File: config.mk
export PLATFORM = sky130hd
export DESIGN_NAME = pipe_hazard_ctrl
export DESIGN_NICKNAME = d
export VERILOG_FILES = /design/src/rtl/pipe_hazard_ctrl.sv
export SDC_FILE = /design/constraint.sdc
export NUM_CORES = 1
export LEC_CHECK = 0
export BUFFER_PORTS_ARGS = -buffer_cell sky130_fd_sc_hd__buf_2
export CORE_MARGIN = 2
export CORE_UTILIZATION = 53
export DETAILED_ROUTE_END_ITERATION = 10
export PLACE_DENSITY = 0.84
export SLEW_MARGIN = 25
export SYNTH_ARGS = -nofsm -noshare
export SYNTH_HDL_FRONTEND = slang
export SYNTH_SLANG_ARGS = --single-unit
File: constraint.sdc
create_clock -name clk_i -period 5.7 [get_ports clk_i]
set_input_delay 1.14 -clock clk_i [delete_from_list [all_inputs] [get_ports clk_i]]
set_output_delay 1.14 -clock clk_i [all_outputs]
set_load 0.005 [all_outputs]
File: src/rtl/pipe_hazard_ctrl.sv
// 5-stage pipeline sequencer: write-enable/bubble/flush controls from memory wait, multiply, load-use and branch.
// Decisions are combinational (0-cycle); only FSM state, multiply countdown and stall counter are registered.
module pipe_hazard_ctrl #(
    parameter int MUL_LAT = 4,
    parameter int CNT_W   = 4
) (
    input  logic        clk_i,
    input  logic        rst_i,
    input  logic        IDEX_MemRead_i,
    input  logic        IDEX_Mul_i,
    input  logic [4:0]  IDEX_RTaddr_i,
    input  logic [4:0]  IFID_RSaddr_i,
    input  logic [4:0]  IFID_RTaddr_i,
    input  logic        Branch_i,
    input  logic        MemReady_i,
    output logic        PCWrite_o,
    output logic        IFIDWrite_o,
    output logic        IFIDFlush_o,
    output logic        IDEXWrite_o,
    output logic        IDEXBubble_o,
    output logic        EXMEMWrite_o,
    output logic        EXMEMBubble_o,
    output logic        MEMWBBubble_o,
    output logic        Busy_o,
    output logic [15:0] StallCnt_o
);

    typedef enum logic [0:0] {RUN, MUL_BUSY} state_t;

    state_t             state_q, state_d;
    logic [CNT_W-1:0]   cnt_q, cnt_d;
    logic [15:0]        stall_q, stall_d;
    logic               load_use;

    assign load_use = IDEX_MemRead_i && (IDEX_RTaddr_i != 5'd0) &&
                      ((IDEX_RTaddr_i == IFID_RSaddr_i) || (IDEX_RTaddr_i == IFID_RTaddr_i));

    always_comb begin
        state_d       = state_q;
        cnt_d         = cnt_q;
        PCWrite_o     = 1'b1;
        IFIDWrite_o   = 1'b1;
        IFIDFlush_o   = 1'b0;
        IDEXWrite_o   = 1'b1;
        IDEXBubble_o  = 1'b0;
        EXMEMWrite_o  = 1'b1;
        EXMEMBubble_o = 1'b0;
        MEMWBBubble_o = 1'b0;
        Busy_o        = (state_q == MUL_BUSY) || !MemReady_i;

        if (!rst_i) begin
            // Keep clocking the pipeline with NOPs so it drains cleanly during reset.
            IFIDFlush_o   = 1'b1;
            IDEXBubble_o  = 1'b1;
            EXMEMBubble_o = 1'b1;
            MEMWBBubble_o = 1'b1;
            Busy_o        = 1'b0;
        end else if (!MemReady_i) begin
            PCWrite_o     = 1'b0;
            IFIDWrite_o   = 1'b0;
            IDEXWrite_o   = 1'b0;
            EXMEMWrite_o  = 1'b0;
            MEMWBBubble_o = 1'b1;
        end else if (state_q == MUL_BUSY) begin
            if (cnt_q != '0) begin
                PCWrite_o     = 1'b0;
                IFIDWrite_o   = 1'b0;
                IDEXWrite_o   = 1'b0;
                EXMEMBubble_o = 1'b1;
                cnt_d         = cnt_q - CNT_W'(1);
            end else begin
                state_d     = RUN;
                IFIDFlush_o = Branch_i;
            end
        end else if (IDEX_Mul_i) begin
            // First EX cycle of the multiply counts toward MUL_LAT; release cycle is the last.
            PCWrite_o     = 1'b0;
            IFIDWrite_o   = 1'b0;
            IDEXWrite_o   = 1'b0;
            EXMEMBubble_o = 1'b1;
            cnt_d         = CNT_W'(MUL_LAT - 2);
            state_d       = MUL_BUSY;
        end else if (load_use) begin
            // Branch in ID is dropped here; it resolves again once the load data is forwardable.
            PCWrite_o    = 1'b0;
            IFIDWrite_o  = 1'b0;
            IDEXBubble_o = 1'b1;
        end else if (Branch_i) begin
            IFIDFlush_o = 1'b1;
        end
    end

    assign stall_d    = (!PCWrite_o && (stall_q != 16'hFFFF)) ? stall_q + 16'd1 : stall_q;
    assign StallCnt_o = stall_q;

    always_ff @(posedge clk_i) begin
        if (!rst_i) begin
            state_q <= RUN;
            cnt_q   <= '0;
            stall_q <= 16'd0;
        end else begin
            state_q <= state_d;
            cnt_q   <= cnt_d;
            stall_q <= stall_d;
        end
    end

endmodule
==> results of run 1 <==
## per-layer routing
metal	up-vias	global-route usage, %	part of all wire (%)
met2	59	41.98	47
met3	2	4.237	8.8
met4	0	7.265	0.55
met5	-	0	0
li1	676	-	-
met1	617	28.42	43
## power by group through the flow
stage               clock network (W)  registers [W]   logic, W
finish                      0.0000723       0.000157  0.0000596
global route                0.0000802       0.000157  0.0000669
CTS                         0.0000736       0.000157  0.0000602
detailed placement                  0       0.000160  0.0000597
global placement                    0       0.000160  0.0000569
floorplan                           0       0.000159  0.0000395
## registers in the layout, summed over array words and instances (netlist names)
name,count
state_q,1
cnt_q,4
StallCnt_o,16
## placed cells by master (no fill, tap or decap)
| cell type | netlist | final |
|---|---|---|
| nand4_1 | 6 | 6 |
| nand4b_1 | 1 | 1 |
| nand3_1 | 12 | 12 |
| clkbuf_1 | 3 | 1 |
| xor2_1 | 1 | 1 |
| xnor2_1 | 10 | 10 |
| nor2_1 | 11 | 11 |
| clkinv_1 | 1 | 1 |
| o41ai_1 | 1 | 1 |
| or3_4 | 1 | 1 |
| mux2i_1 | 1 | 1 |
| o211ai_1 | 1 | 1 |
| a21boi_1 | 1 | 1 |
| o31ai_1 | 1 | 1 |
| nor3b_1 | 2 | 2 |
| dfxtp_1 | 21 | 21 |
| o311a_4 | 1 | 1 |
| nand2b_1 | 5 | 5 |
| o22ai_2 | 1 | 1 |
| o311ai_0 | 1 | 1 |
| or4_1 | 1 | 1 |
| o21ai_0 | 16 | 16 |
| nand2_1 | 13 | 13 |
| inv_1 | 7 | 7 |
| nor2b_1 | 1 | 1 |
| nor4_1 | 1 | 1 |
| o21a_1 | 1 | 1 |
| ha_1 | 3 | 3 |
| a21oi_1 | 17 | 17 |
| buf_2 | 0 | 45 |
| nor3_1 | 3 | 3 |
| a31oi_2 | 1 | 1 |
| and3_1 | 1 | 1 |
| o211ai_2 | 1 | 1 |
| or3_1 | 11 | 11 |
| clkbuf_4 | 0 | 3 |
| a21oi_4 | 1 | 1 |
| or3_2 | 2 | 2 |
## tightest hold or removal path: cells and delay by family, from the launching register on
family | cells | cell delay [ns]
DFF | 1 | 0.35
AOI/OAI and AO/OA | 2 | 0.14
## worst paths after layout
check,depth (start not counted),startpoint,end,slack [ns]
setup reg to reg,8,cnt_q[0]$_SDFFE_PN0P_,StallCnt_o[10]$_SDFFE_PN0P_,3.52
hold / removal,2,StallCnt_o[7]$_SDFFE_PN0P_,StallCnt_o[7]$_SDFFE_PN0P_,0.52
setup / recovery,6,IDEX_RTaddr_i[0],IFIDWrite_o,1.95
hold reg to reg,2,StallCnt_o[7]$_SDFFE_PN0P_,StallCnt_o[7]$_SDFFE_PN0P_,0.52
## cells by family after synthesis
logic type / count (synthesis) / synth area share, %
mux: 1 / 0.7730
compound gates: 44 / 22.22
flops: 21 / 32.46
simple gates: 71 / 29.28
fa+ha+maj: 3 / 2.899
buf+inv: 14 / 4.927
xor+xnor: 11 / 7.439
## layout make-up
type / count / area, um2
Timing Repair Buffer: 45 / 225.2
Multi-Input combinational cell: 130 / 810.8
Tap cell: 28 / 35.03
Inverter: 8 / 30.03
Sequential cell: 21 / 420.4
Fill cell: 223 / 706.9
Clock buffer: 4 / 26.28
## metrics by stage
step	cells	worst slack, ns	cell area [um2]	hold slack (ns)
after floorplan	165	2.103	1295	0.4701
after global placement	232	1.986	1521	0.4870
after detailed placement	232	1.956	1521	0.5061
after CTS	236	1.949	1548	0.5238
after global routing	236	1.847	1548	0.5609
final	236	1.952	1548	0.5247
==> summary.md, run 1 <==
| Metric | Value |
|---|---|
| Status | `finished, final reports clean` |
| Layout cells sized above 1 | `about 27%` |
| Max cap viols | `0` |
| Clock Root Buffer | `clkbuf_4` |
| Synth warnings | `0` |
| Clk_lat worst skew | `0.30 ns` |
| Final #Nets | `233` |
| Psw | `0.00008321 W` |
| First-pass GRT wire length | `around 5000 um` |
| HPWL after DPL | `2376 um` |
| Drt wl/cell | `approximately 13 um` |
| CP max stage delay | `0.38 ns` |
| Top FF cell, synth | `dfxtp_1` |
| Crit Path Category | `primary input to output pin` |
| Distinct cell type count after synthesis | `37` |
| CTS Hold Bufs | `0` |
| Lkg Pwr | `about 0.6 nW` |
| Setup TNS | `0 ns` |
| Mapped Area | `about 1300 um2` |
| Switching Fraction | `~29%` |
| Vias per Instance | `roughly 5.7` |
| CTS resizes | `0` |
| Count of boundary I/O pins | `46` |
| CP max-delay cell | `or3_1` |
| P&R area growth vs syn | `19.52%` |
| Internal | `between 0.0002 and 0.00025 W` |
| Max VDD drop | `roughly 0.15 mV` |
| Clock power share | `about a quarter` |
| Unrepaired setup endpoints after global routing | `false` |
| Syn Area/Cell | `just under 8 um2` |
| Ant diodes | `0` |
| CP dominant cell by count | `buf_2` |
| Sequential cell area fraction in the yosys report | `roughly a third` |
| Pwr/cell area | `186.5 nW/um2` |
| Final Hold Fails | `0` |
| Drt initial violations | `39` |
| CP top delay family | `compound AO/OA/AOI/OAI gates` |
| Initial core utilization | `between 50% and 60%` |
| TritonCTS Buffers | `3` |
| Rows | `17` |
| Crit path DAT | `2.61 ns` |
| Element type at the critical path end | `output pin` |
| Post-CTS Setup Inserts | `0` |
| Vias in the first global route | `around 1.2k` |
| Core area | `about 2300 um2` |
| Count leader, synth | `dfxtp_1` |
| Crit start category | `primary input` |
| Final Core Density | `68.65%` |
| Post-synth ARST share | `0%` |
| GRT Util Overall | `roughly a quarter` |
| Initial antenna violation count | `0` |
| Max-slew violations | `0` |
| Antenna-violating nets left | `0` |
| Critical Path RT | `roughly 4.6 ns` |
| Critical-path cell list | `buf_2 > or3_1 > o311a_4 > a21oi_4 > nand2b_1 > buf_2` |
| Final setup fails | `0` |
| Worst-Margin Slew | `between 0.6 and 0.7 ns` |
| Die Span Y | `53.43 um` |
| Total power | `around 0.00029 W` |
| Setup Skew | `0.0008896 ns` |
| Drt pass-1 iters | `4` |
| Clock period minus worst slack | `approximately 3.7 ns` |
| Area contributors post-synth | `dfxtp_1, xnor2_1, a21oi_1` |
| Width of the chip | `about 53 um` |
| Max frequency | `approximately 270 MHz` |
| Total wire length | `about 3000 um` |
| Bufs on Longest Clock Path | `2` |
| Pin count of the biggest net entering global routing | `19` |
| Congestion Overflow GR | `0` |
| Hold crit path type | `flip-flop to flip-flop` |
| Comb pwr share | `20.6%` |
| Slew HR | `roughly three fifths` |
| Post-Syn Nets | `189` |
| PortBufs | `45` |
| Seq pwr share | `a little over half` |
| Syn Inst Count | `about 170` |
| CP bufs+invs | `2` |
| CTS tree | `done` |
| Seq cells post-synth | `21` |
| CP max FO | `17` |
| Via count | `between 1k and 1.5k` |
| Clk slew on worst S/H paths | `between 0.1 and 0.15 ns` |
| DRC | `0` |
| Synth top cells by count | `dfxtp_1, a21oi_1, o21ai_0, nand2_1, nand3_1` |
| DIE AREA | `~2900 um2` |
| Share of Yosys cell area claimed by the top area cell type | `roughly 32%` |
| Sink Count | `21` |
| Routability cong. | `0.7882` |
| Post-synth EDFFs | `0` |
| Htree depth | `1` |
| Largest area contributor in the netlist | `dfxtp_1` |
| Crit share post-route | `roughly 66%` |
(Power assumes the default switching activity.)
==> run 2: changes to the inputs <==
--- a/config.mk
+++ b/config.mk
@@ -7,9 +7,9 @@
 export LEC_CHECK = 0
 export BUFFER_PORTS_ARGS = -buffer_cell sky130_fd_sc_hd__buf_2
 export CORE_MARGIN = 2
-export CORE_UTILIZATION = 53
+export CORE_UTILIZATION = 49
 export DETAILED_ROUTE_END_ITERATION = 10
-export PLACE_DENSITY = 0.84
+export PLACE_DENSITY = 0.79
 export SLEW_MARGIN = 25
 export SYNTH_ARGS = -nofsm -noshare
 export SYNTH_HDL_FRONTEND = slang
==> constraint.sdc (replaced) <==
create_clock -name clk_i -period 3.9 [get_ports clk_i]
set_input_delay 0.78 -clock clk_i [delete_from_list [all_inputs] [get_ports clk_i]]
set_output_delay 0.78 -clock clk_i [all_outputs]
set_load 0.005 [all_outputs]
==> run 2 against run 1 <==
Core utilization shrank 6.6 points. Final area grew 0.16%. Highest routed layer unchanged. Non-clock buffer count is the same. Via count is essentially flat. Clock power grew 48%. Flip-flop and latch count is the same. Critical path type unchanged. Global-route usage shrank 4.0 points. Die area grew 7.5%. Clock-buffer cell count is the same. Sequential share of layout area is essentially flat. Largest cell class unchanged.
==> summary.md, run 2 (same netlist as run 1, synthesis figures left out) <==
| Metric | Value |
|---|---|
| CTS tree | `done` |
| Drt initial violations | `52 (+33%)` |
| CP max FO | `17 (unchanged)` |
| Final setup fails | `0 (unchanged)` |
| Pwr/cell area | `272.7 nW/um2 (+46%)` |
| Vias in the first global route | `1166 (-4.0%)` |
| Slew HR | `58.48% (-1.3 points)` |
| Drt pass-1 iters | `4 (unchanged)` |
| Critical Path RT | `3.12 ns (-1.44 ns)` |
| Congestion Overflow GR | `0 (unchanged)` |
| Clock power share | `25.3% (+0.2 points)` |
| CTS resizes | `0 (unchanged)` |
| Unrepaired setup endpoints after global routing | `false` |
| Crit start category | `primary input` |
| HPWL after DPL | `2309 um (-2.8%)` |
| Antenna-violating nets left | `0 (unchanged)` |
| Die Span Y | `55.41 um (+3.7%)` |
| FILL cells | `236 (+5.8%)` |
| Rows | `18 (+1)` |
| Total wire length | `3035 um (-1.7%)` |
| Width of the chip | `55.41 um (+3.7%)` |
| DIE AREA | `3070 um2 (+7.5%)` |
| Post-CTS Setup Inserts | `0 (unchanged)` |
| Lkg Pwr | `0.6099 nW (unchanged)` |
| Comb pwr share | `20.5% (about the same)` |
| CTS Hold Bufs | `0 (unchanged)` |
| Htree depth | `1 (unchanged)` |
| Max-slew violations | `0 (unchanged)` |
| Final Hold Fails | `0 (unchanged)` |
| PortBufs | `45 (unchanged)` |
| Area of the multi-input gates | `810.8 um2 (unchanged)` |
| Ant diodes | `0 (unchanged)` |
| Setup TNS | `0 ns (unchanged)` |
| Worst-Margin Slew | `0.6208 ns (+0.01995 ns)` |
| Drt wl/cell | `12.75 um (-2.5%)` |
| P&R area growth vs syn | `19.71%` |
| Worst R2R Path Depth | `8 (unchanged)` |
| First-pass GRT wire length | `4981 um (-0.14%)` |
| Placement Cell Area | `1524 um2 (+0.16%)` |
| Final #Nets | `233 (unchanged)` |
| Clk_lat worst skew | `0.31 ns (about the same)` |
| Fin area | `1550 um2 (+0.16%)` |
| Crit share post-route | `between 70% and 80%` |
| Max cap viols | `0 (unchanged)` |
| Element type at the critical path end | `output pin` |
| Most common cell after layout, fill and taps aside | `buf_2` |
| Largest register FFs | `16 (unchanged)` |
| R2r endpoint | `StallCnt_o[3]$_SDFFE_PN0P_` |
| Sink Count | `21 (unchanged)` |
| Crit Path Category | `primary input to output pin` |
| Hold crit path type | `flip-flop to flip-flop` |
| Bufs on Longest Clock Path | `2 (unchanged)` |
| Clk slew on worst S/H paths | `0.12 ns (about the same)` |
| Reg-to-reg slack, setup | `1.73 ns (-1.79 ns)` |
| Seq pwr share | `54.2% (about the same)` |
| Via count | `1353 (-0.074%)` |
| Hold Path End | `StallCnt_o[11]$_SDFFE_PN0P_` |
| Core area | `2500 um2 (+11%)` |
| Setup Skew | `0.007792 ns (+0.006902 ns)` |
| Max frequency | `between 300 and 400 MHz` |
| Switching Fraction | `28.99% (+0.17 points)` |
| Count of boundary I/O pins | `46 (unchanged)` |
| Internal | `0.0003002 W (+46%)` |
| DRC | `0 (unchanged)` |
| Routability cong. | `0.8158 (+3.5%)` |
| TritonCTS Buffers | `3 (unchanged)` |
| Total power | `0.0004228 W (+46%)` |
| Most frequent cells in the layout | `buf_2, dfxtp_1, a21oi_1, o21ai_0, nand2_1` |
| Max VDD drop | `0.2664 mV (+74%)` |
| Psw | `0.0001226 W (+47%)` |
| GRT Util Overall | `19.67% (-4.0 points)` |
| Vias per Instance | `5.685 (-0.91%)` |
| Register area | `420.4 um2 (unchanged)` |
| Hold slack final | `0.5174 ns (-0.007263 ns)` |
| Clock period minus worst slack | `a little over 3 ns` |
| Worst reg2reg startpoint | `cnt_q[0]$_SDFFE_PN0P_` |
| Crit path DAT | `2.25 ns (-0.36 ns)` |
| Status | `finished, final reports clean` |
| Layout cells sized above 1 | `26.92% (unchanged)` |
| Hold path startpoint | `StallCnt_o[11]$_SDFFE_PN0P_` |
| Initial core utilization | `51.80% (-5.6 points)` |
| Initial antenna violation count | `0 (unchanged)` |
| Hold Path Cell Cnt | `2 (unchanged)` |
| Pin count of the biggest net entering global routing | `19 (unchanged)` |
| Clock Root Buffer | `clkbuf_4` |
-- run 2: power groups by stage --
stage	combinational, W	sequential (W)	clock, W
after floorplan	0.0000577	0.000233	0
after global placement	0.0000836	0.000233	0
after detailed placement	0.0000869	0.000234	0
after CTS	0.0000874	0.000229	0.000112
after global routing	0.0000972	0.000230	0.000117
final	0.0000868	0.000229	0.000107
-- run 2: per-layer routing --
layer	GRT usage (%)	wire [um]
met5	0	0
met3	3.981	251
met4	6.969	38
met1	25.62	1339
met2	32.14	1406
-- run 2: area by class of cell --
type	instances	area share [%]
Sequential cell	21	27.12
Timing Repair Buffer	45	14.53
Inverter	8	1.937
Clock buffer	4	1.695
Multi-Input combinational cell	130	52.30
Tap cell	30	2.421
-- run 2: worst max path at each step --
stage	end	start	slack, ns
CTS	PCWrite_o	IDEX_RTaddr_i[0]	0.87
detailed placement	PCWrite_o	IDEX_RTaddr_i[0]	0.87
floorplan	PCWrite_o	IDEX_RTaddr_i[0]	1.02
global placement	PCWrite_o	IDEX_RTaddr_i[0]	0.89
global route	IFIDFlush_o	IDEX_RTaddr_i[0]	0.80
finish	IFIDWrite_o	IDEX_RTaddr_i[0]	0.87
-- run 2: per-stage QoR --
step	setup WS (ns)	utilization, %	cells
finish	0.8677	62.01	238
global route	0.8048	62.01	238
CTS	0.8663	62.01	238
detailed placement	0.8720	60.96	234
global placement	0.8915	60.96	234
floorplan	1.023	-	165
-- run 2: critical path, cell delays in order --
cell      delay (ns)
buf_2           0.12
or3_1           0.38
o311a_4         0.34
a21oi_4         0.35
nand2b_1        0.17
buf_2           0.11
==> run 3: changes to the inputs <==
--- a/config.mk
+++ b/config.mk
@@ -7,9 +7,9 @@
 export LEC_CHECK = 0
 export BUFFER_PORTS_ARGS = -buffer_cell sky130_fd_sc_hd__buf_2
 export CORE_MARGIN = 2
-export CORE_UTILIZATION = 49
+export CORE_UTILIZATION = 44
 export DETAILED_ROUTE_END_ITERATION = 10
-export PLACE_DENSITY = 0.79
+export PLACE_DENSITY = 0.75
 export SLEW_MARGIN = 25
 export SYNTH_ARGS = -nofsm -noshare
 export SYNTH_HDL_FRONTEND = slang
==> constraint.sdc (replaced) <==
create_clock -name clk_i -period 2.75 [get_ports clk_i]
set_input_delay 0.55 -clock clk_i [delete_from_list [all_inputs] [get_ports clk_i]]
set_output_delay 0.55 -clock clk_i [all_outputs]
set_load 0.005 [all_outputs]
==> run 3 against run 2 <==
Clock skew increased by 0.0016 ns. Largest power group unchanged. Clock-buffer cell count unchanged. Highest routed layer unchanged. Flip-flop and latch count unchanged. Cell count increased by 1.7%. Non-clock buffer count increased by 3. Clock power increased by 40%. Core utilization decreased by 5.4 points. Critical endpoint unchanged. Routed wire length increased by 3.2%.
==> summary.md, run 3 (same netlist as run 1, synthesis figures left out) <==
| Metric | Value |
|---|---|
| Antenna-violating nets left | `0 (unchanged)` |
| Drt initial violations | `43 (-17%)` |
| Pwr/cell area | `384.6 nW/um2 (+41%)` |
| Max VDD drop | `0.3800 mV (+43%)` |
| Clock Root Buffer | `clkbuf_4` |
| Congestion Overflow GR | `0 (unchanged)` |
| First-pass GRT wire length | `5119 um (+2.8%)` |
| Total power | `0.0006053 W (+43%)` |
| Crit path DAT | `1.81 ns (-0.44 ns)` |
| Initial antenna violation count | `0 (unchanged)` |
| Crit share post-route | `85.91%` |
| Max-slew violations | `0 (unchanged)` |
| Clock period minus worst slack | `~2.4 ns` |
| Crit Path Category | `primary input to output pin` |
| Largest register FFs | `16 (unchanged)` |
| Sink Count | `21 (unchanged)` |
| Layout cells sized above 1 | `27.96% (+1.0 points)` |
| Lkg Pwr | `0.6248 nW (+2.5%)` |
| Max cap viols | `0 (unchanged)` |
| Pin count of the biggest net entering global routing | `18 (-1)` |
| Die Span Y | `58.25 um (+5.1%)` |
| Max frequency | `423.3 MHz` |
| Initial core utilization | `46.56% (-5.2 points)` |
| Grt met2 use | `30.52% (-1.6 points)` |
| Worst slack, placed | `0.3634 ns (-0.5086 ns)` |
| Vias in the first global route | `1196 (+2.6%)` |
| CP max stage delay | `0.38 ns (about the same)` |
| Total wire length | `3133 um (+3.2%)` |
| Setup TNS | `0 ns (unchanged)` |
| Fin area | `1574 um2 (+1.5%)` |
| CTS resizes | `0 (unchanged)` |
| Worst Setup SP | `IDEX_RTaddr_i[0]` |
| DRC | `0 (unchanged)` |
| Drt wl/cell | `12.95 um (+1.5%)` |
| CP bufs+invs | `2 (unchanged)` |
| Clk_lat worst skew | `0.31 ns (about the same)` |
| Met1 Track Usage GR | `25.14% (-0.48 points)` |
| Vias per Instance | `5.698 (+0.24%)` |
| CP top delay family | `simple AND/OR/NAND/NOR gates` |
| GRT Util Overall | `19.39% (-0.28 points)` |
| Hold crit path type | `flip-flop to flip-flop` |
| Worst-Margin Slew | `0.4426 ns (-0.1782 ns)` |
| Setup Skew | `0.009380 ns (+0.001588 ns)` |
| Via count | `1379 (+1.9%)` |
| Worst reg2reg startpoint | `cnt_q[0]$_SDFFE_PN0P_` |
| Count of boundary I/O pins | `46 (unchanged)` |
| Final Core Density | `56.59% (-5.4 points)` |
| Element type at the critical path end | `output pin` |
| CTS tree | `done` |
| PortBufs | `45 (unchanged)` |
| Slew HR | `70.26% (+12 points)` |
| Post-CTS Setup Inserts | `0 (unchanged)` |
| Final setup fails | `0 (unchanged)` |
| CP max-delay cell | `or3_1` |
| Core area | `2781 um2 (+11%)` |
| Most used routing layer | `met2` |
| Ant diodes | `0 (unchanged)` |
| Clk slew on worst S/H paths | `0.12 ns (about the same)` |
| Grt met3 use | `4.464% (+0.48 points)` |
| Width of the chip | `58.25 um (+5.1%)` |
| Hold path startpoint | `StallCnt_o[11]$_SDFFE_PN0P_` |
| HPWL after DPL | `2305 um (-0.21%)` |
| Final #Nets | `236 (+1.3%)` |
| Drt pass-1 iters | `4 (unchanged)` |
| Unrepaired setup endpoints after global routing | `false` |
| Crit start category | `primary input` |
| Most frequent cells in the layout | `buf_2, dfxtp_1, a21oi_1, o21ai_0, nand2_1` |
| Critical Path RT | `2.20 ns (-0.92 ns)` |
| Most common cell after layout, fill and taps aside | `buf_2` |
| Status | `finished, final reports clean` |
| TritonCTS Buffers | `3 (unchanged)` |
| Final Hold Fails | `0 (unchanged)` |
| Routability cong. | `0.7477 (-8.3%)` |
| CP dominant cell by count | `buf_2` |
| DIE AREA | `3393 um2 (+11%)` |
| Htree depth | `1 (unchanged)` |
| Bufs on Longest Clock Path | `2 (unchanged)` |
| Rows | `19 (+1)` |
| Placement Cell Area | `1548 um2 (+1.6%)` |
| CTS Hold Bufs | `0 (unchanged)` |
| P&R area growth vs syn | `21.55%` |
| CP max FO | `3 (-14)` |
| PnR worst setup slack | `0.3874 ns (-0.4803 ns)` |
| Critical-path cell list | `buf_2 > or3_1 > o311a_4 > a21oi_4 > nand2b_1 > buf_2` |
run 3: worst paths after layout:
path / to / slack [ns] / cells after the start
worst max-delay path: IFIDWrite_o / 0.39 / 6
worst min-delay path: StallCnt_o[11]$_SDFFE_PN0P_ / 0.51 / 2
worst max register to register: StallCnt_o[10]$_SDFFE_PN0P_ / 0.55 / 9
worst min register to register: StallCnt_o[11]$_SDFFE_PN0P_ / 0.51 / 2
run 3: power by group:
part | total (W) | internal [W] | switching (W)
Combinational | 0.000130 | 0.0000599 | 0.0000700
Sequential | 0.000325 | 0.000314 | 0.0000117
Clock | 0.000150 | 0.0000566 | 0.0000936
Total | 0.000605 | 0.000430 | 0.000175
run 3: layout make-up:
cell class              instances  area, um2
clock buffers                   4      26.28
multi-input cells             130      810.8
flip-flops and latches         21      420.4
inverters                       8      30.03
well taps                      31      38.79
fillers                       281       1207
repair buffers                 48      247.7
run 3: per-stage QoR:
step | hold slack, ns | instances
floorplan | 0.4701 | 165
global placement | 0.4944 | 238
detailed placement | 0.4964 | 238
CTS | 0.5147 | 242
global route | 0.5356 | 242
finish | 0.5114 | 242
run 3: worst reg2reg max path, cell delays in order (launching register included):
cell and delay (ns):
dfxtp_1 0.38, inv_1 0.08, ha_1 0.18, nor3b_1 0.15, o211ai_2 0.24, a21boi_1 0.23
a31oi_2 0.05, buf_4 0.20, or4_1 0.48, a21oi_1 0.15
run 3: per-layer routing:
metal | share of wire [%] | routed length (um)
met4 | 1.6 | 49
met3 | 9.7 | 303
met1 | 44 | 1382
met2 | 45 | 1397
met5 | 0 | 0
